**config.mk**
```make
export PLATFORM = sky130hd
export DESIGN_NAME = tpu_bank_req_queue
export DESIGN_NICKNAME = d
export VERILOG_FILES = /design/src/rtl/tpu_mem_pkg.sv /design/src/rtl/tpu_req_fifo.sv /design/src/rtl/tpu_bank_req_queue.sv
export SDC_FILE = /design/constraint.sdc
export NUM_CORES = 1
export LEC_CHECK = 0
export ABC_AREA = 1
export BUFFER_PORTS_ARGS = -buffer_cell sky130_fd_sc_hd__buf_4
export CORE_UTILIZATION = 62
export DETAILED_ROUTE_END_ITERATION = 12
export PLACE_DENSITY = 0.85
export SYNTH_ARGS = -nofsm -noshare
export SYNTH_HDL_FRONTEND = slang
export SYNTH_SLANG_ARGS = --single-unit
```
**constraint.sdc**
```tcl
create_clock -name clk -period 10.35 [get_ports clk]
set_input_delay 0.5175 -clock clk [delete_from_list [all_inputs] [get_ports clk]]
set_output_delay 0.5175 -clock clk [all_outputs]
set_load 0.02 [all_outputs]
```
**src/rtl/tpu_mem_pkg.sv**
```systemverilog
`default_nettype none
// ============================================================================
// Module   : tpu_mem_pkg
// Purpose  : Shared types and constants for the TPU bank request path.
//            tpu_mem_req_t is one stored request. Its fields are sized for the
//            widest supported address and data. Instances with narrower
//            ADDR_WIDTH/DATA_WIDTH zero-extend into these fields.
// Revision : 1.0 - initial release
// ============================================================================
package tpu_mem_pkg;

  localparam int          TPU_ADDR_W = 16;    // widest supported ADDR_WIDTH
  localparam int          TPU_DATA_W = 32;    // widest supported DATA_WIDTH
  localparam logic [1:0]  PRIO_HIGH  = 2'b11;
  localparam int          AGE_W      = 8;

  // 'priority' is a reserved word, so the priority field is named prio.
  typedef struct packed {
    logic [TPU_ADDR_W-1:0] addr;
    logic                  write;
    logic [TPU_DATA_W-1:0] wdata;
    logic [1:0]            prio;
  } tpu_mem_req_t;

endpackage
`default_nettype wire

```
**src/rtl/tpu_req_fifo.sv**
```systemverilog
`default_nettype none
// ============================================================================
// Module   : tpu_req_fifo
// Purpose  : Synchronous FIFO of tpu_mem_req_t. Full and empty are derived
//            from the occupancy count, not from pointer equality.
// Ports    : clk, rst (sync, active-high)
//            push_i / push_data_i : write one entry; ignored when full
//            pop_i                : drop the head; ignored when empty
//            head_o               : entry at the read pointer (raw storage)
//            count_o, full_o, empty_o : occupancy status
// Revision : 1.0 - initial release
// ============================================================================
module tpu_req_fifo
  import tpu_mem_pkg::*;
#(
  parameter int DEPTH = 4,
  parameter int CNT_W = $clog2(DEPTH) + 1
) (
  input  logic             clk,
  input  logic             rst,
  input  logic             push_i,
  input  tpu_mem_req_t     push_data_i,
  input  logic             pop_i,
  output tpu_mem_req_t     head_o,
  output logic [CNT_W-1:0] count_o,
  output logic             full_o,
  output logic             empty_o
);

  localparam int PTR_W = $clog2(DEPTH);

  tpu_mem_req_t     mem_q [DEPTH];
  logic [PTR_W-1:0] wr_ptr_q;
  logic [PTR_W-1:0] rd_ptr_q;
  logic [CNT_W-1:0] count_q;
  logic             w_do_push;
  logic             w_do_pop;

  assign full_o    = (count_q == CNT_W'(DEPTH));
  assign empty_o   = (count_q == '0);
  assign w_do_push = push_i && !full_o;
  assign w_do_pop  = pop_i && !empty_o;
  assign head_o    = mem_q[rd_ptr_q];
  assign count_o   = count_q;

  // DEPTH is a power of two, so the pointers wrap naturally.
  always_ff @(posedge clk) begin
    if (rst) begin
      wr_ptr_q <= '0;
      rd_ptr_q <= '0;
      count_q  <= '0;
    end else begin
      if (w_do_push) begin
        mem_q[wr_ptr_q] <= push_data_i;
        wr_ptr_q        <= wr_ptr_q + PTR_W'(1);
      end
      if (w_do_pop) begin
        rd_ptr_q <= rd_ptr_q + PTR_W'(1);
      end
      case ({w_do_push, w_do_pop})
        2'b10:   count_q <= count_q + CNT_W'(1);
        2'b01:   count_q <= count_q - CNT_W'(1);
        default: count_q <= count_q;
      endcase
    end
  end

endmodule
`default_nettype wire

```
**src/rtl/tpu_bank_req_queue.sv**
```systemverilog
`default_nettype none
// ============================================================================
// Module   : tpu_bank_req_queue
// Purpose  : Per-requestor request queue in front of the TPU bank arbiter.
//            - Presents the head request to the arbiter.
//            - Pops the head on grant.
//            - Ages a stalled head. Once the age reaches AGE_THRESH, the
//              head's effective priority is raised to PRIO_HIGH.
// Ports    : in_*           upstream request channel (valid/ready)
//            req_*, grant   arbiter-side head presentation and grant
//            occupancy      entries currently stored
//            escalations    heads escalated by aging (wraps at 2^32)
//            protocol_err   sticky; set when grant arrives with no head
//            clear_counters zeroes escalations and protocol_err
// Config   : define TPU_REQQ_BYPASS_EN to let an input request reach req_*
//            combinationally when the queue is empty (0-cycle latency).
// Revision : 1.0 - initial release
// ============================================================================
module tpu_bank_req_queue
  import tpu_mem_pkg::*;
#(
  parameter int DEPTH      = 4,
  parameter int ADDR_WIDTH = 16,
  parameter int DATA_WIDTH = 32,
  parameter int AGE_THRESH = 8
) (
  input  logic                     clk,
  input  logic                     rst,
  input  logic                     in_valid,
  output logic                     in_ready,
  input  logic [ADDR_WIDTH-1:0]    in_addr,
  input  logic                     in_write,
  input  logic [DATA_WIDTH-1:0]    in_wdata,
  input  logic [1:0]               in_priority,
  output logic                     req_valid,
  output logic [ADDR_WIDTH-1:0]    req_addr,
  output logic                     req_write,
  output logic [DATA_WIDTH-1:0]    req_wdata,
  output logic [1:0]               req_priority,
  input  logic                     grant,
  output logic [$clog2(DEPTH):0]   occupancy,
  output logic [31:0]              escalations,
  output logic                     protocol_err,
  input  logic                     clear_counters
);

  localparam int CNT_W = $clog2(DEPTH) + 1;

  tpu_mem_req_t     w_in_req;
  tpu_mem_req_t     w_head;
  tpu_mem_req_t     w_req;
  logic [CNT_W-1:0] w_count;
  logic             w_full;
  logic             w_empty;
  logic             w_bypass;
  logic             w_req_valid;
  logic             w_pop;
  logic             w_push;
  logic             w_stall;
  logic             w_esc_event;

  logic [AGE_W-1:0] age_q, age_d;
  logic [31:0]      esc_q, esc_d;
  logic             perr_q, perr_d;

  always_comb begin
    w_in_req       = '0;
    w_in_req.addr  = TPU_ADDR_W'(in_addr);
    w_in_req.write = in_write;
    w_in_req.wdata = TPU_DATA_W'(in_wdata);
    w_in_req.prio  = in_priority;
  end

`ifdef TPU_REQQ_BYPASS_EN
  assign w_bypass = w_empty && in_valid;
`else
  assign w_bypass = 1'b0;
`endif

  assign w_req_valid = !w_empty || w_bypass;
  // Fields read 0 while nothing is presented.
  assign w_req       = !w_empty ? w_head : (w_bypass ? w_in_req : '0);
  assign w_pop       = grant && w_req_valid;
  // A bypassed request granted in the same cycle is consumed, never stored.
  assign w_push      = in_valid && in_ready && !(w_bypass && grant);

  tpu_req_fifo #(
    .DEPTH (DEPTH),
    .CNT_W (CNT_W)
  ) u_fifo (
    .clk         (clk),
    .rst         (rst),
    .push_i      (w_push),
    .push_data_i (w_in_req),
    .pop_i       (w_pop && !w_empty),
    .head_o      (w_head),
    .count_o     (w_count),
    .full_o      (w_full),
    .empty_o     (w_empty)
  );

  // Only a stored head ages. A bypassed request is treated as age 0.
  assign w_stall     = !w_empty && !grant;
  assign w_esc_event = w_stall && (age_q == AGE_W'(AGE_THRESH - 1)) &&
                       (w_head.prio != PRIO_HIGH);

  always_comb begin
    age_d = age_q;
    if (w_empty || grant) begin
      age_d = '0;
    end else if (age_q != '1) begin
      age_d = age_q + AGE_W'(1);
    end

    esc_d  = esc_q + {31'd0, w_esc_event};
    perr_d = perr_q || (grant && !w_req_valid);
    if (clear_counters) begin
      esc_d  = '0;
      perr_d = 1'b0;
    end
  end

  always_ff @(posedge clk) begin
    if (rst) begin
      age_q  <= '0;
      esc_q  <= '0;
      perr_q <= 1'b0;
    end else begin
      age_q  <= age_d;
      esc_q  <= esc_d;
      perr_q <= perr_d;
    end
  end

  assign in_ready     = !w_full;
  assign occupancy    = w_count;
  assign req_valid    = w_req_valid;
  assign req_addr     = w_req.addr[ADDR_WIDTH-1:0];
  assign req_write    = w_req.write;
  assign req_wdata    = w_req.wdata[DATA_WIDTH-1:0];
  assign req_priority = (!w_empty && (age_q >= AGE_W'(AGE_THRESH))) ? PRIO_HIGH
                                                                    : w_req.prio;
  assign escalations  = esc_q;
  assign protocol_err = perr_q;

endmodule
`default_nettype wire

```
==> Word level (Yosys, flattened, before mapping) <==
Memory sizes are Yosys's and may differ from the RTL's. A register that Yosys moved wholly into a read port is not among the register bits.
Cells that the tools add are included.
{ "totals": {"mem_count": 1, "reg_bits": 48, "elab_cells": 47, "ram_bits": 204} }
{ "op_classes": {"n_reduce_logical": 19, "addsub": 6, "n_mux": 8, "order_cmp": 1, "eq_ne": 6} }
{ "mem_list": {"columns": ["memory", "words", "word_bits", "rd", "rd_clocked_by_memory_dff", "wr", "line", "rtl"], "rows": [
  ["u_fifo.mem_q", 4, 51, 1, 1, 1, "tpu_req_fifo.sv:32", "tpu_mem_req_t mem_q [DEPTH];"]
]} }
{ "op_table": {"columns": ["operator", "count"], "rows": [
  ["$mux 51", 1],
  ["$add 32x1->32", 1],
  ["$logic_and 1x1->1", 10],
  ["$add 8x1->8 const B", 1],
  ["$eq 8x3->1 const B", 1],
  ["$ge 8x4->1 const B", 1],
  ["$ne 8x8->1 const B", 1],
  ["$mux 2", 3],
  ["$pmux 3 s2", 1],
  ["$add 2x1->2 const B", 2],
  ["$reduce_or 2->1", 2],
  ["$add 3x1->3 const B", 1],
  ["$eq 3x3->1 const B", 1],
  ["$logic_not 1->1", 3],
  ["$logic_not 3->1", 1],
  ["$mux 1", 3],
  ["$sub 3x1->3 const B", 1],
  ["$eq 2x1->1 const B", 1],
  ["$eq 2x2->1 const B", 1],
  ["$logic_or 1x1->1", 2],
  ["$ne 2x2->1 const B", 1],
  ["$reduce_bool 2->1", 1]
]} }

==> Logic depth before layout (Yosys ltp) <==
Gate-level depths: netlist (run 1).
{ "logic_depth": {"depth_word": 7, "ltp_mapped": 17, "mapped_depth_nobuf": 15} }

==> Cells and area by module <==
From an unflattened synthesis (run 1), not the netlist that was laid out.
{ "unflattened": {"cells_unflattened": 1001, "hier_area_um2": 10676.5} }
{ "by_module_without_submodules": {"columns": ["module", "seq_area_each_um2", "instances", "cells_per_inst", "area_per_inst_um2"], "rows": [
  ["tpu_req_fifo", 6306.0, 1, 568, 8101.5],
  ["tpu_bank_req_queue", 820.8, 1, 433, 2575.0]
]} }

==> Worst setup path before layout (run 1) <==
Ideal clock, no wire load.
{ "synth_path": {"kind": "register to register", "start": "register u_fifo.count_q[1] (netlist: u_fifo.count_o[1])", "end": "memory u_fifo.mem_q[0][0] in the netlist's numbering, enable pin", "arrival_time_ns": 3.219, "path_slack_ns": 6.671, "required_time_ns": 9.890, "stages_incl_launch_ff": 5, "n_path_buf": 0, "period_less_slack_ns": 3.679, "cell_sequence": "dfxtp_1 inv_1 nand3_1 nand3_1 nor2_1"} }
{ "synth_via": {"elab_chain_len": 7} }
{ "synth_lines": {"columns": ["element", "line", "rtl"], "rows": [
  ["from (decl)", "tpu_req_fifo.sv:35", "logic [CNT_W-1:0] count_q;"],
  ["from (signal assigned)", "tpu_req_fifo.sv:61", "2'b10: count_q <= count_q + CNT_W'(1);"],
  ["from (signal assigned)", "tpu_req_fifo.sv:62", "2'b01: count_q <= count_q - CNT_W'(1);"],
  ["from (signal assigned)", "tpu_req_fifo.sv:63", "default: count_q <= count_q;"],
  ["$eq 3x3->1 (*)", "tpu_req_fifo.sv:39", "assign full_o = (count_q == CNT_W'(DEPTH));"],
  ["$logic_not 1->1 (*)", "tpu_bank_req_queue.sv:135", "assign in_ready = !w_full;"],
  ["net in_ready", "tpu_bank_req_queue.sv:30", "output logic in_ready,"],
  ["$logic_and 1x1->1", "tpu_bank_req_queue.sv:85", "assign w_push = in_valid && in_ready && !(w_bypass && grant);"],
  ["$logic_and 1x1->1 (*)", "tpu_req_fifo.sv:41", "assign w_do_push = push_i && !full_o;"],
  ["$mux 1 (*)", "tpu_req_fifo.sv:53", "if (w_do_push) begin"],
  ["$mux 1 (*)", "tpu_req_fifo.sv:48", "if (rst) begin"],
  ["$mux 1 (implied by the code) (*)", "tpu_req_fifo.sv:54", "mem_q[wr_ptr_q] <= push_data_i;"],
  ["to (decl)", "tpu_req_fifo.sv:32", null]
]} }
Mark *: on every way through the listed nets, which the timed path passes. The rest lies on a longest branch.

==> flow_metrics.py, run 1 <==
metrics = {
    "run_status": {
        "status": "finished clean",
    },
    "logic_synthesis": {
        "syn-num-nets": 1045,
        "synth-seq-area-share_pct": 68.53,
        "syn_area_um2": 10400,
        "synth_seq_cells": 254,
        "synth_cell_type_count": 28,
        "yosysWarnings": 0,
        "synth_top_area_share_pct": 58.90,
        "synth_cells": 979,
        "synth_area_leader_cell": "edfxtp_1",
        "ys_top_cells_by_area": "edfxtp_1, nor2_1, dfxtp_1",
        "syn_area_per_cell_um2": 10.62,
    },
    "min_path": {
        "min_path_type": "in -> reg",
        "worstHoldEndpoint": "u_fifo.count_o[1]$_SDFFE_PP0P_",
        "whs_path_depth": 2,
        "min_from": "rst",
    },
    "placed_design": {
        "dp.cells": 1307,
        "dpl_worst_slack_ns": 6.991,
        "dpl_cell_area_um2": 11650,
        "io_buffers": 144,
        "place_congestion": 0.8188,
        "dp_hpwl_um": 13070,
    },
    "sta": {
        "tightest_slew_ns": 1.117,
        "fmax_mhz": 292.2,
        "finalCriticalPeriod_ns": 3.422,
        "setup_violations": 0,
        "skew_ns": 0.007641,
        "period_share_pct": 33.07,
        "totalNegativeSetupSlack_ns": 0,
        "finalHoldViolations": 0,
        "maxSlewHeadroom_pct": 25.51,
        "drv_slew": 0,
        "rsz0062_at_grt": "false",
        "layout_setup_ws_ns": 6.928,
    },
    "setup_path": {
        "slowest_delay_ns": 1.07,
        "start_kind": "register",
        "crit_path_frequent_cell": "nand2_1",
        "ff2ff_path_depth": 16,
        "crit_fanout": 103,
        "critPathRequiredTime_ns": 10.75,
        "critPathSlowestCell": "dfxtp_4",
        "path_cells": "inv_2 > buf_4 > nand2_1 > nand3_1 > nand2_1 > o21ai_1 > nor2_1 > ha_1 > ha_1 > nand2_1 > nor2_2 > nand2_2 > nor2_4 > nand3_1 > nand2_1 > nor2_1",
        "critPathKind": "reg -> reg",
        "rr_endpoint": "escalations[20]$_SDFF_PP0_",
        "regToRegSetupSlack_ns": 6.93,
        "critPathCaptureType": "register",
        "worstPathArrival_ns": 3.82,
    },
    "clocking": {
        "post_cts_buffers": 0,
        "cts-hold-fix-buffers": 0,
        "clock_path_buffers": 3,
        "ctsResizeCount": 0,
        "clkTransAtPathRegs_ns": 0.06,
        "htree_levels": 1,
        "insertion_delay_ns": 0.51,
        "cts_made_buffers": 25,
        "cts.sinks": 254,
        "cts-root-buf": "clkbuf_16",
        "cts_tree": "done",
    },
    "die": {
        "rows": 46,
        "die_h_um": 131.5,
        "coreArea_um2": 16120,
        "ios": 145,
        "design.die.area_um2": 17300,
        "initial_utilization_pct": 64.53,
        "die_width_um": 131.5,
    },
    "final_layout": {
        "antenna_cells": 0,
        "final_cell_count_no_fill": 1352,
        "syn_to_final_growth_pct": 19.27,
        "stdcell_area_um2": 12400,
        "fin_nets": 1184,
        "final_layout_size_suffix_gt1_share_pct": 18.40,
    },
    "global_route": {
        "grt-ovfl-total": 0,
        "grt_pass1_vias": 7282,
        "grt_start_max_net_pins": 104,
        "grt_antenna_before_repair": 0,
        "grt_pass1_wl_um": 35380,
        "grt_usage_pct": 25.68,
    },
    "power": {
        "power_leakage_nw": 4.529,
        "p_sw_w": 0.0009268,
        "powerDensity_nw_per_um2": 228.8,
        "seqPwrFrac_pct": 43.1,
        "pwr-share-clk_pct": 29.6,
        "fin_total_pwr_w": 0.002839,
        "vdd_ir_drop_max_mv": 0.1701,
        "p_comb_share_pct": 27.4,
        "swShare_pct": 32.65,
        "p_int_w": 0.001912,
    },
    "routing": {
        "vias": 7617,
        "route.detailed.drc": 0,
        "wire_per_inst_um": 16.75,
        "routed_wl_um": 22650,
        "antenna_left": 0,
        "drt_iter0_drc": 759,
        "dr.pass1.iters": 5,
        "vias_per_cell": 5.634,
    },
    "run": {
        "drv_cap": 0,
    },
}
## registers in the layout, summed over array words and instances (netlist names), named ones only
name,count
u_fifo.wr_ptr_q,2
u_fifo.rd_ptr_q,2
protocol_err,1
u_fifo.mem_q,204
escalations,32
age_q,8
u_fifo.count_o,3
## kinds of logic (layout without fill, tap and decap cells)
family | count (synthesis) | after routing | synth area share (%)
and+or+nand+nor | 412 | 412 | 16.07
xor gates and xnor gates | 3 | 3 | 0.2527
DFF | 254 | 254 | 68.53
AOI/OAI and AO/OA | 208 | 208 | 10.11
buffers and inverters | 92 | 249 | 3.766
adders and majority gates | 10 | 10 | 1.275
## stage by stage
stage | util [%] | hold WS, ns
2_1_floorplan | - | 0.4331
3_3_place_gp | 72.29 | 0.4383
4_1_cts | 76.97 | 0.1805
5_1_grt | 76.97 | 0.1918
6_report | 76.97 | 0.1909
3_5_place_dp | 72.29 | 0.4479
## per-layer routing
metal,GRT usage [%],vias up,wire length (um)
met3,4.668,39,1992
met1,32.97,3570,8936
met4,9.755,0,476
li1,-,3623,-
met5,0,-,0
met2,43.56,385,11240
## worst max-delay path: cells and delay by family, from the launching register on
kind	cells	cell delay [ns]
and+or+nand+nor	11	1.32
DFF	1	1.07
buffers and inverters	2	0.43
adders and majority gates	2	0.35
AOI/OAI and AO/OA	1	0.07
## worst max-delay path by stage
stage | endpoint | cells past startpoint | slack, ns | from
2_1_floorplan | u_fifo.mem_q[0][0]$_DFFE_PP_ | 4 | 6.67 | u_fifo.count_o[1]$_SDFFE_PP0P_
3_3_place_gp | escalations[30]$_SDFF_PP0_ | 16 | 7.14 | register
3_5_place_dp | escalations[30]$_SDFF_PP0_ | 16 | 6.99 | register
4_1_cts | escalations[20]$_SDFF_PP0_ | 16 | 6.94 | register
5_1_grt | escalations[30]$_SDFF_PP0_ | 16 | 6.57 | register
6_report | escalations[20]$_SDFF_PP0_ | 16 | 6.93 | register
## synthesized netlist by cell type (all sizes together)
library cell  count
a21oi            86
a31oi             2
and2              1
buf              21
clkbuf           19
dfxtp            50
edfxtp          204
fa                1
ha                9
inv              52
nand2            95
nand3            33
nand3b            1
nand4             1
nor2            276
nor3              5
o21a              3
o21ai           117
xor2              3
## final cells by class
cell class / count / area (um2)
clock inverter: 13 / 82.58
multi-input combinational: 633 / 2912
fill: 1012 / 3711
clock buffer: 32 / 671.9
tap: 216 / 270.3
inverter: 52 / 195.2
timing repair buffer: 152 / 1141
sequential: 254 / 7132
## cell usage in the layout (no fill, tap or decap), types with 25 or more instances in the layout
master and instances:
nand3_1 32, edfxtp_1 204, a21oi_1 86, buf_4 152
o21ai_0 115, nor2_1 263, dfxtp_1 48, inv_1 48
nand2_1 93, clkbuf_16 25
## power by group through the flow
stage	logic, W	clock network (W)	registers, W
2_1_floorplan	0.000503	0	0.00120
3_3_place_gp	0.000758	0	0.00124
3_5_place_dp	0.000773	0	0.00124
4_1_cts	0.000780	0.000848	0.00122
5_1_grt	0.000836	0.000886	0.00123
6_report	0.000777	0.000839	0.00122
Note: power is estimated with default switching activity, not from simulation.
==> run 2, diff against run 1 <==
--- a/config.mk
+++ b/config.mk
@@ -7,9 +7,9 @@
 export LEC_CHECK = 0
 export ABC_AREA = 1
 export BUFFER_PORTS_ARGS = -buffer_cell sky130_fd_sc_hd__buf_4
-export CORE_UTILIZATION = 62
+export CORE_UTILIZATION = 52
 export DETAILED_ROUTE_END_ITERATION = 12
-export PLACE_DENSITY = 0.85
+export PLACE_DENSITY = 0.76
 export SYNTH_ARGS = -nofsm -noshare
 export SYNTH_HDL_FRONTEND = slang
 export SYNTH_SLANG_ARGS = --single-unit
==> constraint.sdc (replaced) <==
create_clock -name clk -period 2.95 [get_ports clk]
set_input_delay 0.1475 -clock clk [delete_from_list [all_inputs] [get_ports clk]]
set_output_delay 0.1475 -clock clk [all_outputs]
set_load 0.02 [all_outputs]
==> flow_metrics.py, run 2 (synthesis results as in run 1) <==
metrics = {
    "final_layout": {
        "antenna_cells": 0,
        "syn_to_final_growth_pct": 26.62,
        "largest_reg_flops": 204,
        "stdcell_area_um2": 13170,
        "layout_commonest_cell": "nor2_1",
        "final_layout_size_suffix_gt1_share_pct": 17.82,
        "fin_nets": 1242,
        "top_register": "u_fifo.mem_q",
        "final_cell_mix": "nor2_1, edfxtp_1, buf_4, o21ai_0, nand2_1",
    },
    "routing": {
        "wire_per_inst_um": 16.19,
        "drt_iter0_drc": 497,
        "vias": 7617,
        "dr.pass1.iters": 5,
        "vias_per_cell": 5.217,
        "route.detailed.drc": 0,
        "antenna_left": 0,
        "routed_wl_um": 23630,
    },
    "power": {
        "swShare_pct": 32.40,
        "p_sw_w": 0.003345,
        "power_leakage_nw": 4.809,
        "p_comb_share_pct": 28.3,
        "pwr-share-clk_pct": 31.1,
        "vdd_ir_drop_max_mv": 0.5410,
        "seqPwrFrac_pct": 40.6,
        "powerDensity_nw_per_um2": 784.1,
        "p_int_w": 0.006980,
    },
    "clocking": {
        "cts_tree": "done",
        "insertion_delay_ns": 0.53,
        "cts-root-buf": "clkbuf_16",
        "cts.sinks": 254,
        "clock_path_buffers": 3,
        "cts_made_buffers": 26,
        "clkTransAtPathRegs_ns": 0.06,
        "htree_levels": 1,
    },
    "sta": {
        "period_share_pct": 91.54,
        "finalCriticalPeriod_ns": 2.700,
        "setup_violations": 0,
        "hold_ws_ns": 0.3597,
        "fmax_mhz": 370.3,
        "skew_ns": 0.01608,
        "totalNegativeSetupSlack_ns": 0,
        "finalHoldViolations": 0,
        "drv_slew": 0,
        "tightest_slew_ns": 0.6773,
        "maxSlewHeadroom_pct": 54.85,
        "rsz0062_at_grt": "true",
    },
    "die": {
        "coreArea_um2": 19530,
        "die_width_um": 143.4,
        "initial_utilization_pct": 53.26,
        "die_h_um": 143.4,
        "design.die.area_um2": 20570,
        "rows": 51,
        "ios": 145,
    },
    "global_route": {
        "grt-ovfl-total": 0,
        "grt_pass1_vias": 7469,
        "grt_usage_pct": 23.29,
        "grt_antenna_before_repair": 0,
        "grt_pass1_wl_um": 36900,
        "grt_start_max_net_pins": 77,
    },
    "setup_path": {
        "cp-endpoint": "req_wdata[8]",
        "critPathKind": "reg -> out",
        "worstPathArrival_ns": 2.55,
        "regToRegSetupSlack_ns": 0.29,
        "critPathRequiredTime_ns": 2.80,
        "critPathCaptureType": "output pin",
        "ff2ff_path_depth": 15,
        "crit_fanout": 76,
        "start_kind": "register",
        "rr_endpoint": "escalations[30]$_SDFF_PP0_",
    },
    "placed_design": {
        "io_buffers": 144,
        "dpl_cell_area_um2": 11780,
        "place_congestion": 0.8633,
        "dp_hpwl_um": 13400,
    },
    "run_status": {
        "status": "finished clean",
    },
    "run": {
        "drv_cap": 0,
    },
    "min_path": {
        "min_path_type": "in -> reg",
    },
}
==> run 2: what timing repair did <==
item	in CTS	in global routing
setup endpoints to repair	0	18
hold buffers	55	0
resized for setup	0	2
setup buffers	0	0
hold endpoints to repair	216	0
==> run 2: layer usage <==
layer	share of wire (%)	GRT usage [%]	vias up
met5	0	0	-
met2	50	40.50	237
met4	3.3	9.351	0
li1	-	-	3743
met3	5.2	3.499	54
met1	42	29.20	3583
==> run 2: how the worst min path moves through the flow <==
stage                       startpoint                              to  slack (ns)  cells after the start
after floorplan                    rst  u_fifo.count_o[1]$_SDFFE_PP0P_        0.22                      1
after global placement             rst  u_fifo.count_o[1]$_SDFFE_PP0P_        0.34                      2
after detailed placement           rst  u_fifo.count_o[1]$_SDFFE_PP0P_        0.35                      2
after CTS                          rst  u_fifo.count_o[1]$_SDFFE_PP0P_        0.35                      3
after global routing       in_wdata[3]    u_fifo.mem_q[2][5]$_DFFE_PP_        0.36                      2
final                     in_wdata[13]   u_fifo.mem_q[2][15]$_DFFE_PP_        0.36                      2
==> run 2: through the flow <==
step           cells  power [W]  util, %  setup slack, ns
4_1_cts         1460    0.01037    67.40          0.04290
3_3_place_gp    1358   0.007066    60.31           0.4461
3_5_place_dp    1358   0.007116    60.31           0.3571
6_report        1460    0.01033    67.44           0.2496
2_1_floorplan    979   0.005985        -          -0.7293
5_1_grt         1460    0.01078    67.44        -0.008573
==> run 2: power groups by stage <==
stage          clock network [W]  registers [W]  logic (W)
6_report                 0.00321        0.00420    0.00292
5_1_grt                  0.00339        0.00421    0.00318
3_3_place_gp                   0        0.00426    0.00280
2_1_floorplan                  0        0.00422    0.00176
3_5_place_dp                   0        0.00427    0.00285
4_1_cts                  0.00324        0.00419    0.00293
==> run 2: worst max-delay path: stages, from the launching register on <==
cell and delay [ns]:
dfxtp_4 0.47, inv_2 0.36, buf_6 0.46, o21ai_0 0.20, a21oi_1 0.29, buf_4 0.20
==> run 2: layout make-up <==
cell class	count	area [um2]
Timing Repair Buffer	209	1764
Tap cell	265	331.6
Sequential cell	254	7132
Inverter	52	195.2
Clock inverter	11	105.1
Multi-Input combinational cell	633	2912
Fill cell	1443	6357
Clock buffer	36	729.5
==> run 3, diff against run 2 <==
--- a/config.mk
+++ b/config.mk
@@ -5,11 +5,10 @@
 export SDC_FILE = /design/constraint.sdc
 export NUM_CORES = 1
 export LEC_CHECK = 0
-export ABC_AREA = 1
 export BUFFER_PORTS_ARGS = -buffer_cell sky130_fd_sc_hd__buf_4
-export CORE_UTILIZATION = 52
+export CORE_UTILIZATION = 57
 export DETAILED_ROUTE_END_ITERATION = 12
-export PLACE_DENSITY = 0.76
+export PLACE_DENSITY = 0.8
 export SYNTH_ARGS = -nofsm -noshare
 export SYNTH_HDL_FRONTEND = slang
 export SYNTH_SLANG_ARGS = --single-unit
==> constraint.sdc (replaced) <==
create_clock -name clk -period 2.6 [get_ports clk]
set_input_delay 0.13 -clock clk [delete_from_list [all_inputs] [get_ports clk]]
set_output_delay 0.13 -clock clk [all_outputs]
set_load 0.02 [all_outputs]
==> flow_metrics.py, run 3 <==
metrics = {
    "die": {
        "initial_utilization_pct": 58.33,
        "ios": 145,
        "rows": 48,
        "die_h_um": 134.8,
        "die_width_um": 134.8,
        "coreArea_um2": 17240,
        "design.die.area_um2": 18170,
    },
    "logic_synthesis": {
        "synth_cell_type_count": 38,
        "syn_area_per_cell_um2": 16.51,
        "synth_cells": 609,
        "synth-seq-area-share_pct": 70.89,
        "ys_top_cells_by_area": "edfxtp_1, mux4_2, dfxtp_1",
        "syn_area_um2": 10050,
        "syn-num-nets": 675,
        "synth_area_leader_cell": "edfxtp_1",
        "yosys-top-cells-count": "edfxtp_1, and2_1, mux4_2, dfxtp_1, nor2_1",
        "async_flop_share_pct": 0,
        "yosysWarnings": 0,
        "synth_seq_cells": 254,
        "synth_top_area_share_pct": 60.93,
        "synth.most_common_cell": "edfxtp_1",
        "synthFlopType": "edfxtp_1",
        "synth_edf_count": 204,
    },
    "sta": {
        "layout_setup_ws_ns": -0.1778,
        "fmax_mhz": 360.0,
        "finalCriticalPeriod_ns": 2.778,
        "period_share_pct": 106.8,
        "setup_violations": 16,
        "rsz0062_at_grt": "true",
        "maxSlewHeadroom_pct": 55.55,
        "drv_slew": 0,
        "hold_ws_ns": 0.3154,
        "tightest_slew_ns": 0.6667,
        "finalHoldViolations": 0,
        "skew_ns": 0.01537,
    },
    "final_layout": {
        "antenna_cells": 0,
        "syn_to_final_growth_pct": 29.72,
        "final_layout_size_suffix_gt1_share_pct": 33.61,
        "largest_reg_flops": 204,
        "layout_commonest_cell": "edfxtp_1",
        "stdcell_area_um2": 13040,
        "fin_nets": 898,
        "final_cell_mix": "edfxtp_1, buf_4, dlygate4sd3_1, and2_1, mux4_2",
        "num-fill-cells": 982,
        "top_register": "u_fifo.mem_q",
    },
    "power": {
        "seqPwrFrac_pct": 39.6,
        "p_sw_w": 0.003531,
        "pwr-share-clk_pct": 30.6,
        "fin_total_pwr_w": 0.01193,
        "power_leakage_nw": 4.518,
        "p_int_w": 0.008404,
        "powerDensity_nw_per_um2": 915.1,
        "swShare_pct": 29.58,
        "p_comb_share_pct": 29.8,
        "vdd_ir_drop_max_mv": 0.8315,
    },
    "routing": {
        "drt_iter0_drc": 302,
        "routed_wl_um": 21550,
        "route.detailed.drc": 0,
        "wire_per_inst_um": 20.03,
        "dr.pass1.iters": 4,
        "vias": 6229,
        "antenna_left": 0,
        "vias_per_cell": 5.789,
    },
    "global_route": {
        "grt_antenna_before_repair": 0,
        "grt_usage_pct": 24.10,
        "grt_pass1_wl_um": 33340,
        "grt_pass1_vias": 6369,
        "grt_start_max_net_pins": 52,
        "grt-ovfl-total": 0,
    },
    "run_status": {
        "status": "finished with violations",
        "violations": "negative setup slack",
    },
    "clocking": {
        "insertion_delay_ns": 0.52,
        "cts_tree": "done",
        "cts-root-buf": "clkbuf_16",
        "clkTransAtPathRegs_ns": 0.06,
        "clock_path_buffers": 3,
        "htree_levels": 1,
        "cts.sinks": 254,
        "cts_made_buffers": 26,
    },
    "setup_path": {
        "critPathKind": "reg -> reg",
        "crit_fanout": 7,
        "worstPathArrival_ns": 3.22,
        "critPathCaptureType": "register",
        "start_kind": "register",
        "critPathRequiredTime_ns": 3.04,
    },
    "run": {
        "drv_cap": 0,
    },
    "min_path": {
        "min_path_type": "in -> reg",
    },
    "placed_design": {
        "dpl_cell_area_um2": 11570,
        "place_congestion": 0.8296,
        "dp_hpwl_um": 12410,
        "io_buffers": 144,
    },
}
-- run 3: cell count changes after synthesis, sizes merged, moves of 38 or more --
cell,delta
and2,+54
o21ai,-104
nand2,-80
inv,-38
nor2,-239
a21oi,-64
mux4,+51
-- run 3: cells by family after synthesis --
family	after synthesis	synth area share [%]
and+or+nand+nor	179	9.894
buffers and inverters	45	1.854
adders and majority gates	10	1.319
DFF	254	70.89
xor gates and xnor gates	21	1.830
AOI/OAI and AO/OA	49	2.788
muxes	51	11.42
-- run 3: through the flow --
stage	utilization, %	TNS (ns)	worst slack, ns	cells
2_1_floorplan	-	-2.210	-0.3098	609
5_1_grt	75.66	-4.834	-0.3018	1076
3_5_place_dp	67.11	-1.602	-0.1472	972
6_report	75.66	-1.731	-0.1778	1076
4_1_cts	75.38	-1.766	-0.1526	1075
3_3_place_gp	67.11	-0.6515	-0.1162	972
-- run 3: routing by layer --
layer	part of all wire, %	wire [um]	GRT usage (%)	up-vias
met5	0	0	0	-
li1	-	-	-	2792
met3	4.6	996	4.242	62
met1	39	8386	28.72	3168
met2	53	11420	44.04	207
met4	3.5	753	8.302	0
-- run 3: final timing paths --
check / startpoint / to / slack, ns / depth (start not counted)
worst min register to register: age_q[1]$_SDFFE_PP0P_ / age_q[1]$_SDFFE_PP0P_ / 0.48 / 2
worst min-delay path: clear_counters / escalations[16]$_SDFF_PP0_ / 0.32 / 3
worst max register to register: register / escalations[26]$_SDFF_PP0_ / -0.18 / 9
worst max-delay path: register / escalations[26]$_SDFF_PP0_ / -0.18 / 9
-- run 3: power by group through the flow --
stage               clock network, W  registers, W  logic, W
finish                       0.00366       0.00473   0.00355
floorplan                          0       0.00480   0.00218
global placement                   0       0.00479   0.00343
detailed placement                 0       0.00481   0.00349
global route                 0.00386       0.00474   0.00380
CTS                          0.00370       0.00473   0.00359
-- run 3: timing repair --
action / in CTS / in global routing
buffers inserted: 1 / 1
pin swaps: 1 / 3
resized for setup: 7 / 10
endpoints found under the hold margin: 214 / 0
hold buffers: 54 / 0
setup endpoints to repair: 65 / 67
gates cloned: 1 / 0
-- run 3: final cells by class --
type,count,area (um2),share of cell area (%)
multi-input cells,310,2824,21.65
clock inverters,19,190.2,1.458
well taps,225,281.5,2.159
repair buffers,226,1903,14.59
inverters,14,52.55,0.4030
flip-flops and latches,254,7132,54.69
clock buffers,28,658.1,5.047
-- run 3: worst max-delay path: stages (launching register included) --
cell	delay, ns
dfxtp_4	0.37
mux4_2	0.50
nor2_2	0.11
o21a_1	0.17
ha_4	0.16
ha_4	0.13
nand4_1	0.11
or4_4	0.50
or4_1	0.48
a21oi_1	0.16
